===== src/rtl/asic_iopoc_seq.sv =====
// IO-ring supply-bank power-on/power-off sequencer driving the ring-wide poc net.
// Optional: define ASIC_IOPOC_BROWNOUT_EN to fault on any supply-good drop while ON.
module asic_iopoc_seq #(
  parameter int NBANKS  = 4,
  parameter int CNTW    = 8,
  parameter int TIMEOUT = 16,
  parameter int SETTLE  = 8,
  parameter int OFF_GAP = 2,
  localparam int IW     = (NBANKS > 1) ? $clog2(NBANKS) : 1
) (
  input  logic              i_clk,
  input  logic              i_rst,
  input  logic              i_req_on,
  input  logic              i_req_off,
  input  logic [NBANKS-1:0] i_vddio_good,
  output logic [NBANKS-1:0] o_bank_en,
  output logic              o_poc,
  output logic              o_ready,
  output logic              o_fault,
  output logic [IW-1:0]     o_fault_bank,
  output logic [2:0]        o_state
);

  typedef enum logic [2:0] {
    S_IDLE   = 3'd0,
    S_RAMP   = 3'd1,
    S_SETTLE = 3'd2,
    S_ON     = 3'd3,
    S_DOWN   = 3'd4,
    S_FAULT  = 3'd5
  } state_t;

  state_t            r_state, w_state_nxt;
  logic [CNTW-1:0]   r_cnt, w_cnt_nxt;
  logic [IW-1:0]     r_idx, w_idx_nxt;
  logic [NBANKS-1:0] r_bank_en, w_bank_en_nxt;
  logic              r_poc, w_poc_nxt;
  logic              r_ready, w_ready_nxt;
  logic              r_fault, w_fault_nxt;
  logic [IW-1:0]     r_fault_bank, w_fault_bank_nxt;
  logic [NBANKS-1:0] r_sync1, r_good_s;

  logic [NBANKS-1:0] w_drop;
  logic [IW-1:0]     w_lo;
  logic [IW-1:0]     w_hi;

  // A bank counts as dropped only while its switch is enabled.
  assign w_drop = r_bank_en & ~r_good_s;

  always_comb begin
    w_lo = '0;
    for (int i = NBANKS - 1; i >= 0; i--) begin
      if (w_drop[i]) w_lo = IW'(i);
    end
  end

  always_comb begin
    w_hi = '0;
    for (int i = 0; i < NBANKS; i++) begin
      if (r_bank_en[i]) w_hi = IW'(i);
    end
  end

  always_comb begin
    w_state_nxt      = r_state;
    w_cnt_nxt        = r_cnt;
    w_idx_nxt        = r_idx;
    w_bank_en_nxt    = r_bank_en;
    w_poc_nxt        = r_poc;
    w_ready_nxt      = r_ready;
    w_fault_nxt      = r_fault;
    w_fault_bank_nxt = r_fault_bank;
    case (r_state)
      S_IDLE: begin
        if (i_req_on && !i_req_off) begin
          w_state_nxt   = S_RAMP;
          w_cnt_nxt     = '0;
          w_idx_nxt     = '0;
          w_bank_en_nxt = NBANKS'(1);
        end
      end
      S_RAMP: begin
        if (i_req_off) begin
          w_state_nxt = S_DOWN;
          w_cnt_nxt   = '0;
        end else if (r_good_s[r_idx]) begin
          w_cnt_nxt = '0;
          if (int'(r_idx) < NBANKS - 1) begin
            w_idx_nxt = r_idx + 1'b1;
            for (int i = 1; i < NBANKS; i++) begin
              if (i == int'(r_idx) + 1) w_bank_en_nxt[i] = 1'b1;
            end
          end else begin
            w_state_nxt = S_SETTLE;
          end
        end else if (r_cnt == CNTW'(TIMEOUT - 1)) begin
          w_state_nxt      = S_FAULT;
          w_cnt_nxt        = '0;
          w_bank_en_nxt    = '0;
          w_poc_nxt        = 1'b1;
          w_ready_nxt      = 1'b0;
          w_fault_nxt      = 1'b1;
          w_fault_bank_nxt = r_idx;
        end else begin
          w_cnt_nxt = r_cnt + 1'b1;
        end
      end
      S_SETTLE: begin
        if (i_req_off) begin
          w_state_nxt = S_DOWN;
          w_cnt_nxt   = '0;
        end else if (|w_drop) begin
          w_state_nxt      = S_FAULT;
          w_cnt_nxt        = '0;
          w_bank_en_nxt    = '0;
          w_poc_nxt        = 1'b1;
          w_ready_nxt      = 1'b0;
          w_fault_nxt      = 1'b1;
          w_fault_bank_nxt = w_lo;
        end else if (r_cnt == CNTW'(SETTLE - 1)) begin
          w_state_nxt = S_ON;
          w_cnt_nxt   = '0;
          w_poc_nxt   = 1'b0;
          w_ready_nxt = 1'b1;
        end else begin
          w_cnt_nxt = r_cnt + 1'b1;
        end
      end
      S_ON: begin
        if (i_req_off) begin
          w_state_nxt = S_DOWN;
          w_cnt_nxt   = '0;
          w_poc_nxt   = 1'b1;
          w_ready_nxt = 1'b0;
        end
`ifdef ASIC_IOPOC_BROWNOUT_EN
        else if (|w_drop) begin
          w_state_nxt      = S_FAULT;
          w_cnt_nxt        = '0;
          w_bank_en_nxt    = '0;
          w_poc_nxt        = 1'b1;
          w_ready_nxt      = 1'b0;
          w_fault_nxt      = 1'b1;
          w_fault_bank_nxt = w_lo;
        end
`else
        else begin
          w_state_nxt = S_ON;
        end
`endif
      end
      S_DOWN: begin
        // Switches shed highest bank first; IDLE one cycle after the last one opens.
        if (r_bank_en == '0) begin
          w_state_nxt = S_IDLE;
          w_cnt_nxt   = '0;
          w_idx_nxt   = '0;
        end else if (r_cnt == CNTW'(OFF_GAP - 1)) begin
          w_bank_en_nxt[w_hi] = 1'b0;
          w_cnt_nxt           = '0;
        end else begin
          w_cnt_nxt = r_cnt + 1'b1;
        end
      end
      S_FAULT: begin
        if (i_req_off) begin
          w_state_nxt      = S_IDLE;
          w_cnt_nxt        = '0;
          w_idx_nxt        = '0;
          w_fault_nxt      = 1'b0;
          w_fault_bank_nxt = '0;
        end
      end
      default: begin
        w_state_nxt   = S_IDLE;
        w_cnt_nxt     = '0;
        w_idx_nxt     = '0;
        w_bank_en_nxt = '0;
        w_poc_nxt     = 1'b1;
        w_ready_nxt   = 1'b0;
      end
    endcase
  end

  always_ff @(posedge i_clk) begin
    if (i_rst) begin
      r_state      <= S_IDLE;
      r_cnt        <= '0;
      r_idx        <= '0;
      r_bank_en    <= '0;
      r_poc        <= 1'b1;
      r_ready      <= 1'b0;
      r_fault      <= 1'b0;
      r_fault_bank <= '0;
      r_sync1      <= '0;
      r_good_s     <= '0;
    end else begin
      r_state      <= w_state_nxt;
      r_cnt        <= w_cnt_nxt;
      r_idx        <= w_idx_nxt;
      r_bank_en    <= w_bank_en_nxt;
      r_poc        <= w_poc_nxt;
      r_ready      <= w_ready_nxt;
      r_fault      <= w_fault_nxt;
      r_fault_bank <= w_fault_bank_nxt;
      r_sync1      <= i_vddio_good;
      r_good_s     <= r_sync1;
    end
  end

  assign o_bank_en    = r_bank_en;
  assign o_poc        = r_poc;
  assign o_ready      = r_ready;
  assign o_fault      = r_fault;
  assign o_fault_bank = r_fault_bank;
  assign o_state      = r_state;

endmodule


===== config.mk =====
export PLATFORM = sky130hd
export DESIGN_NAME = asic_iopoc_seq
export DESIGN_NICKNAME = d
export VERILOG_FILES = /design/src/rtl/asic_iopoc_seq.sv
export SDC_FILE = /design/constraint.sdc
export NUM_CORES = 1
export LEC_CHECK = 0
export ABC_AREA = 1
export CAP_MARGIN = 0
export CORE_MARGIN = 3
export CORE_UTILIZATION = 35
export CTS_CLUSTER_DIAMETER = 60
export DETAILED_ROUTE_END_ITERATION = 10
export PLACE_DENSITY_LB_ADDON = 0.12
export SYNTH_ARGS = -nofsm -noshare
export SYNTH_HDL_FRONTEND = slang
export SYNTH_SLANG_ARGS = --single-unit

===== constraint.sdc =====
create_clock -name i_clk -period 2.06 [get_ports i_clk]
set_clock_uncertainty 0.1 [all_clocks]
set_input_delay 0.618 -clock i_clk [delete_from_list [all_inputs] [get_ports i_clk]]
set_output_delay 0.618 -clock i_clk [all_outputs]
set_load 0.03 [all_outputs]

Word level (Yosys, flattened, before mapping)
Index checks and enable logic that the tools add are counted.
{"block": "classes", "addsub": 3, "multipliers": 0, "div_mod_pow": 0, "magnitude_cmp": 4, "eq_ne": 34, "n_shift": 0, "mux": 80, "n_bitwise": 7, "reduce_logical": 19}
{"op": "2-to-1 mux 8 bit", "n": 10}
{"op": "one-hot mux 8 bit (5 select lines)", "n": 1}
{"op": "2-to-1 mux 3 bit", "n": 13}
{"op": "2-to-1 mux 2 bit", "n": 17}
{"op": "== test 2 x 32 -> 1 bit, first input constant", "n": 1}
{"op": "== test 3 x 32 -> 1 bit, first input constant", "n": 1}
{"op": "AND reduction 10 bit", "n": 3}
{"op": "2-to-1 mux 4 bit", "n": 7}
{"op": "inequality test 2 bit, second input constant", "n": 13}
{"op": "2-to-1 mux 1 bit", "n": 23}
{"op": "AND reduction 7 bit", "n": 3}
{"op": "one-hot mux 4 bit (5 select lines)", "n": 1}
{"op": "inequality test 3 bit, second input constant", "n": 6}
{"op": "one-hot mux 3 bit (6 select lines)", "n": 1}
{"op": "inequality test 4 bit, second input constant", "n": 3}
{"op": "one-hot mux 2 bit (5 select lines)", "n": 1}
{"op": "AND reduction 9 bit", "n": 1}
{"op": "adder 8 x 1 -> 8 bit, second input constant", "n": 1}
{"op": "AND 4 bit", "n": 2}
{"op": "== test 8 x 1 -> 1 bit, second input constant", "n": 1}
{"op": "== test 8 x 3 -> 1 bit, second input constant", "n": 1}
{"op": "== test 8 x 4 -> 1 bit, second input constant", "n": 1}
{"op": "inverter 4 bit", "n": 2}
{"op": "one-hot mux 1 bit (4 select lines)", "n": 2}
{"op": "other kinds (25)", "n": 32}
{"block": "totals", "regBits": 30, "latch_bits": 0, "ram_bits": 0, "romBits": 0, "mem_count": 0}

Logic depth before layout (Yosys ltp)
Gate-level depths: netlist of run 1.
{"block": "logic_depth", "depth_word": 12, "ltp_mapped": 12}

Worst setup path after synthesis of run 1
No wires, ideal clock.
{"block": "synth_path", "path_type": "input -> register", "startpoint": "in i_req_off", "endpoint": "reg r_idx[0]", "arrival_time_ps": 1545, "required_ps": 1847, "slack_ps": 302, "path_stages": 10, "path_cell_list": "buf_6 -> inv_1 -> nand2_1 -> nand3_1 -> nand2_1 -> nor2_1 -> and3_1 -> nand2_1 -> nand2_1 -> nor2_1"}
{"block": "synth_via", "elab_chain_cells": 4, "elab_cells_between_ends": 6, "cone_classes": "eq/ne (3); reduce/logical (3)"}
{"item": "start: declaration", "line": "14", "source": "input logic i_req_off,"}
{"item": "zero test 1 bit", "line": "75", "source": "if (i_req_on && !i_req_off) begin"}
{"item": "logical AND 1 bit", "line": "75"}
{"item": "inequality test 2 bit (no source line)"}
{"item": "AND reduction 7 bit (no source line) *"}
{"item": "end signal: assignment", "line": "200", "source": "r_idx <= w_idx_nxt;"}
{"item": "end: declaration", "line": "35", "source": "logic [IW-1:0] r_idx, w_idx_nxt;"}
Mark *: on every way between the ends. The rest lies on a longest branch, timed or not.
A chain may end at the register's enable or synchronous reset.

Worst setup path in the final report of run 1
{"block": "layout_path", "startpoint": "reg r_state[2], in the netlist o_state[2]", "endpoint": "out o_state[2]"}
{"item": "start: declaration", "line": "33", "source": "state_t r_state, w_state_nxt;"}
{"item": "start signal: assignment", "line": "198", "source": "r_state <= w_state_nxt;"}
{"item": "end: declaration", "line": "21", "source": "output logic [2:0] o_state"}
No word-level cell between the ends.

==> key figures, run 1 <==
Synthesis
  – Library cells used by synthesis: 26
  – #FFs+latches synth: 30
  – Post-synthesis cell area: 1980 um^2
  – Ys Warns: 0
  – Mapped Cells: 325
  – Share of the synthesized area in the top cell type: 0.303
  – Synth cell count leaders: nand2_1 (92), nor2_1 (53), inv_1 (45), dfxtp_1 (30), nand3_1 (27)
  – Number of synthesized flops with an enable pin: 0
  – Syn_nets: 340
  – Largest area contributor in the netlist: dfxtp_1
  – Area contributors post-synth: dfxtp_1 (30%), nand2_1 (17%), nor2_1 (10%), inv_1 (8.5%), nand3_1 (6.8%)
  – Mean post-synth cell area: 6.10 um^2
  – Synth Flop Type: dfxtp_1
  – Fraction of registers with async set/reset: 0
  – Count leader, synth: nand2_1
  – Sequential area share after synthesis: 0.303

GRT
  – Vias in the first global route: 1,886
  – Total Routing Usage GR: 0.169
  – Total gr overflow: 0
  – Initial antenna violation count: 0
  – First-pass GRT wire length: 8670 um
  – Largest net degree at the start of global routing: 14

CTS
  – Clk pin slew, worst setup/hold paths: 90 ps
  – Sink Count: 30
  – Root buf cell: clkbuf_8
  – CTS tree: built
  – Clock Path Buffers: 2
  – Worst-Skew Late Latency: 290 ps
  – Setup Fix Bufs, Post-CTS: 0
  – CTS buffer count: 5
  – Post-CTS Hold Fix Bufs: 0
  – H-tree depth: 2

Drt
  – DRC violations left: 0
  – Drt first-iter violations: 135
  – WL/cell: 11.6 um
  – Antenna Nets Post-Route: 0
  – Drt first pass iters: 5
  – Vias per cell: 4.73
  – Vias: 2,058
  – Drt total wl: 5040 um

Worst hold path
  – HP Class: reg2reg
  – Hold-critical path depth: 2

Floorplan
  – Chip height: 81.3 um
  – Core box area: 5300 um^2
  – Std cell rows: 26
  – Die area: 6600 um^2
  – Ports: 20
  – DIE WIDTH: 81.3 um
  – Initial core utilization: 0.374

Cells and area
  – Fillers: 589
  – Multi-input logic area: 1150 um^2
  – Share of cells above drive strength 1: 0.142
  – Area Overhead vs Synth: 23.7%
  – Inserted Diodes: 0
  – FF+latch area: 601 um^2
  – # nets final: 379

STA
  – RSZ-0062 raised after global routing: no
  – Fmax: 0.497 GHz
  – Final setup viols: 0
  – Crit path time final: 2010 ps
  – Max-slew violations: 0
  – Rel. slew slack: 0.762
  – Least-Margin Pin Slew: 356 ps
  – Setup TNS: 0 ps
  – Final hold violation count: 0
  – Fin crit share: 0.976

Critical path
  – CP max stage cell: clkdlybuf4s50_1
  – Arrival @ worst endpoint: 1290 ps
  – Startpoint Class: flop
  – R2r worst-path depth: 12
  – Crit path buf inv count: 1
  – Worst Path Class, Setup: reg2out
  – CP cell instances: clkdlybuf4s50_1
  – CP required: 1340 ps
  – CP max FO: 2
  – Worst path max stage delay: 660 ps
  – Endpoint type of the worst setup path: primary output
  – Crit path depth: 1
  – Crit path max-delay family: buffers and inverters

Power and ir drop
  – Total power: 2.94 mW
  – Power per Cell Area: 1200 nW/um^2
  – Pleak: 1.31 nW
  – Peak supply drop: 0.000483 V

Job
  – Max Cap Viol: 0

Outcome
  – Status: complete, no violations

Placement
  – IO buf count: 19
  – Hpwl dp: 3930 um
  – Routability cong.: 0.922
## final timing paths
check	end	from	slack (ps)
max	o_state[2]	o_state[2]	50
min	r_good_s[1]	r_sync1[1]	290
max reg2reg	o_fault_bank[1]	o_state[0]	260
min reg2reg	r_good_s[1]	r_sync1[1]	290
## per-stage QoR
step	hold slack (ps)	util	cells	worst slack (ps)	cell area, um^2
2_1_floorplan	288	-	325	302	1980
3_3_place_gp	289	0.445	427	-123	2360
3_5_place_dp	294	0.445	427	-144	2360
4_1_cts	304	0.461	435	40.8	2440
5_1_grt	317	0.462	435	7.71	2450
6_report	291	0.462	435	49.9	2450
## cell type report
type                    count  area share
flip-flops and latches     30       0.245
multi-input cells         237       0.469
repair buffers             36       0.129
clock buffers               6      0.0337
well taps                  70      0.0357
inverters                  54      0.0827
clock inverters             2     0.00510
## routing by layer
metal / GRT usage / routed length, um
met4: 0.0541 / 51
met3: 0.0377 / 210
met5: 0 / 0
met1: 0.218 / 2490
met2: 0.277 / 2290
## cell usage in the layout (no fill, tap or decap)
master,count
nand4_1,6
a21boi_0,1
o21bai_1,2
nor2_1,53
nor2_2,4
buf_4,17
dfxtp_1,30
nand3_2,6
and3_1,1
xor2_1,1
o211ai_1,1
o21ai_1,1
nand2_4,1
o21ai_0,10
dlymetal6s2s_1,2
clkinv_2,1
inv_2,9
ha_1,7
a21oi_2,2
nand2_1,92
clkdlybuf4s50_1,11
o31ai_1,2
nand3_1,27
clkinvlp_4,1
nor3_2,1
and3_2,1
dlygate4sd2_1,6
nor2_4,1
nand2_2,2
inv_1,45
a21oi_1,15
clkbuf_8,6
## worst reg2reg max path: stages, from the launching register on
cell and delay, ps:
dfxtp_1 390, buf_4 150, inv_1 60, nand3_2 140, inv_2 110, nor2_1 240, nand2_1 90, nand2_1 60
inv_1 50, nand2_1 80, inv_1 70, nor2_1 100, nor2_1 40
## sequential cells by signal (all words and copies together) (netlist names)
register,cells
r_idx,2
o_bank_en,4
o_ready,1
r_good_s,4
o_state,3
o_fault,1
r_sync1,4
r_cnt,8
o_fault_bank,2
o_poc,1
## logic make-up after synthesis
| logic type | count (synthesis) | share of synthesized area |
|---|---|---|
| AND/OR/NAND/NOR | 195 | 0.434 |
| buffers and inverters | 58 | 0.117 |
| AO/OA/AOI/OAI | 34 | 0.0972 |
| flip-flops | 30 | 0.303 |
| adder cells (fa/ha/maj) | 7 | 0.0442 |
| XOR/XNOR | 1 | 0.00442 |
## what timing repair did
item | CTS | global route
endpoints found under the hold margin | 0 | 0
gates cloned | 0 | 0
endpoints found under the setup margin | 6 | 4
gates resized for setup | 6 | 4
## where the power goes
part	switching (mW)	internal, mW
Combinational	1.05	0.591
Clock	0.253	0.269
Sequential	0.0963	0.680
Note: power is estimated with default switching activity, not from simulation.
==> run 2: changes to the inputs <==
CORE_MARGIN = 2   (was 3)
CORE_UTILIZATION = 50   (was 35)
==> key figures, run 2 (synthesized netlist as in run 1, its figures left out) <==
Power and ir drop
  – Power per Cell Area: 1210 nW/um^2 (was 1200 nW/um^2)
  – Peak supply drop: 0.000828 V (was 0.000483 V)
  – Total power: 2.89 mW (was 2.94 mW)
  – Pleak: 1.28 nW (was 1.31 nW)

GRT
  – Total gr overflow: 0 (unchanged)
  – Vias in the first global route: 1,813 (was 1,886)
  – Total Routing Usage GR: 0.246 (was 0.169)
  – First-pass GRT wire length: 8350 um (was 8670 um)
  – Largest net degree at the start of global routing: 18 (was 14)
  – Initial antenna violation count: 0 (unchanged)

Job
  – Max Cap Viol: 0 (unchanged)

Cells and area
  – Share of cells above drive strength 1: 0.130 (was 0.142)
  – Non-Filler Instances: 409 (was 435)
  – Inserted Diodes: 0 (unchanged)
  – Fin util: 0.638 (was 0.462)
  – Post-route cell area: 2390 um^2 (was 2450 um^2)
  – Fillers: 367 (was 589)
  – Top reg by flops: r_cnt (unchanged)
  – Largest register FFs: 8 (unchanged)
  – # nets final: 375 (was 379)
  – Area Overhead vs Synth: 20.5% (was 23.7%)
  – Most common cell after layout, fill and taps aside: nand2_1 (unchanged)
  – Multi-input logic area: 1150 um^2 (about the same)
  – Commonest cells after routing, fill and taps aside: nand2_1 (92), nor2_1 (53), inv_1 (44), dfxtp_1 (30), nand3_1 (27) (was nand2_1 (92), nor2_1 (53), inv_1 (45), dfxtp_1 (30), nand3_1 (27))
  – FF+latch area: 601 um^2 (unchanged)

Drt
  – Drt total wl: 4830 um (was 5040 um)
  – Drt first-iter violations: 111 (was 135)
  – Vias: 2,036 (was 2,058)
  – DRC violations left: 0 (unchanged)
  – Antenna Nets Post-Route: 0 (unchanged)
  – Drt first pass iters: 4 (was 5)
  – Vias per cell: 4.98 (was 4.73)
  – WL/cell: 11.8 um (was 11.6 um)

STA
  – Fmax: 0.500 GHz (was 0.497 GHz)
  – Rel. slew slack: 0.680 (was 0.762)
  – Crit path time final: 2000 ps (was 2010 ps)
  – Max-slew violations: 0 (unchanged)
  – Final hold violation count: 0 (unchanged)
  – Least-Margin Pin Slew: 478 ps (was 356 ps)
  – Fin crit share: 0.971 (was 0.976)
  – Final setup viols: 0 (unchanged)
  – RSZ-0062 raised after global routing: no (unchanged)

CTS
  – H-tree depth: 2 (unchanged)
  – Setup Fix Bufs, Post-CTS: 0 (unchanged)
  – CTS tree: built (unchanged)
  – Clock Path Buffers: 2 (unchanged)
  – CTS buffer count: 5 (unchanged)
  – Root buf cell: clkbuf_8 (unchanged)
  – Worst-Skew Late Latency: 280 ps (was 290 ps)
  – Clk pin slew, worst setup/hold paths: 60 ps (was 90 ps)
  – Sink Count: 30 (unchanged)

Critical path
  – R2R Path End: o_state[0] (was o_fault_bank[1])
  – Crit path depth: 1 (unchanged)
  – Startpoint Class: flop (unchanged)
  – Register-to-register setup slack: 260 ps (about the same)
  – CP Capture Point: o_state[2] (unchanged)
  – Origin of the critical flop-to-flop path: r_good_s[1] (was o_state[0])
  – Crit path buf inv count: 1 (unchanged)
  – Worst setup startpoint: o_state[2] (unchanged)
  – CP max stage cell: clkdlybuf4s50_1 (unchanged)
  – CP cell instances: clkdlybuf4s50_1 (unchanged)
  – Endpoint type of the worst setup path: primary output (unchanged)
  – Worst path max stage delay: 670 ps (was 660 ps)
  – CP max FO: 2 (unchanged)
  – Arrival @ worst endpoint: 1280 ps (was 1290 ps)
  – R2r worst-path depth: 10 (was 12)
  – CP required: 1340 ps (about the same)
  – Crit path max-delay family: buffers and inverters (unchanged)
  – Worst Path Class, Setup: reg2out (unchanged)

Floorplan
  – Std cell rows: 22 (was 26)
  – Ports: 20 (unchanged)
  – Chip height: 67.0 um (was 81.3 um)
  – Core box area: 3740 um^2 (was 5300 um^2)
  – DIE WIDTH: 67.0 um (was 81.3 um)
  – Initial core utilization: 0.529 (was 0.374)
  – Die area: 4480 um^2 (was 6600 um^2)

Placement
  – Placed cells: 401 (was 427)
  – Area after DPL: 2300 um^2 (was 2360 um^2)
  – IO buf count: 19 (unchanged)
  – Hpwl dp: 3670 um (was 3930 um)
  – Routability cong.: 0.942 (was 0.922)

Outcome
  – Status: complete, no violations (unchanged)

Worst hold path
  – HP Class: reg2reg (unchanged)
run 2: cell types whose count changed in the layout (fill, tap and decap cells not counted), sizes merged:
cell,previous run,this run
clkdlybuf4s50,11,14
dlymetal6s2s,2,1
buf,17,13
dlygate4sd2,6,4
clkbuf,6,7
clkinvlp,1,0
run 2: what timing repair did:
action | in CTS | in global routing
pin swaps | 0 | 0
hold buffers | 0 | 0
gates cloned | 0 | 0
gates resized for setup | 4 | 2
setup endpoints to repair | 4 | 6
run 2: report_power, final:
part           internal [mW]  leakage, nW  switching, mW
Combinational          0.584        0.990           1.04
Clock                  0.269       0.0482          0.224
Sequential             0.680        0.246         0.0941
run 2: stage by stage:
step                      worst slack (ps)  TNS [ps]  hold slack (ps)
after CTS                             31.8         0              303
after detailed placement              -172     -2160              294
final                                 60.2         0              300
after global placement                -154     -1930              289
after global routing                  1.61         0              312
after floorplan                        302         0              288
run 2: worst register-to-register path, cell delays in order, from the launching register on:
cell and delay, ps:
dfxtp_1 350, inv_1 50, nand2_1 90, nand2_1 100, nor2_1 390, nand3_1 200, nand2_1 150, inv_1 80
nand3_1 80, nand2_1 50, nor2_1 110
run 2: worst min path at each step:
stage                     from  cells past startpoint           to
global placement    r_sync1[0]                      2  r_good_s[0]
floorplan           r_sync1[0]                      2  r_good_s[0]
CTS                 r_sync1[2]                      2  r_good_s[2]
detailed placement  r_sync1[2]                      2  r_good_s[2]
global route        r_sync1[2]                      2  r_good_s[2]
finish              r_sync1[2]                      2  r_good_s[2]
run 2: routing by layer:
| metal | global-route usage | wire length, um | vias to the layer above | share of wire |
|---|---|---|---|---|
| met5 | 0 | 0 | - | 0 |
| met4 | 0.0714 | 74 | 0 | 0.015 |
| met3 | 0.0541 | 220 | 7 | 0.046 |
| met2 | 0.391 | 2070 | 43 | 0.43 |
| met1 | 0.333 | 2470 | 903 | 0.51 |
| li1 | - | - | 1083 | - |
run 2: area by class of cell:
class	count	area share
Clock buffer	7	0.0361
Clock inverter	1	0.00210
Inverter	54	0.0849
Multi-Input combinational cell	237	0.481
Sequential cell	30	0.251
Tap cell	48	0.0251
Timing Repair Buffer	32	0.119
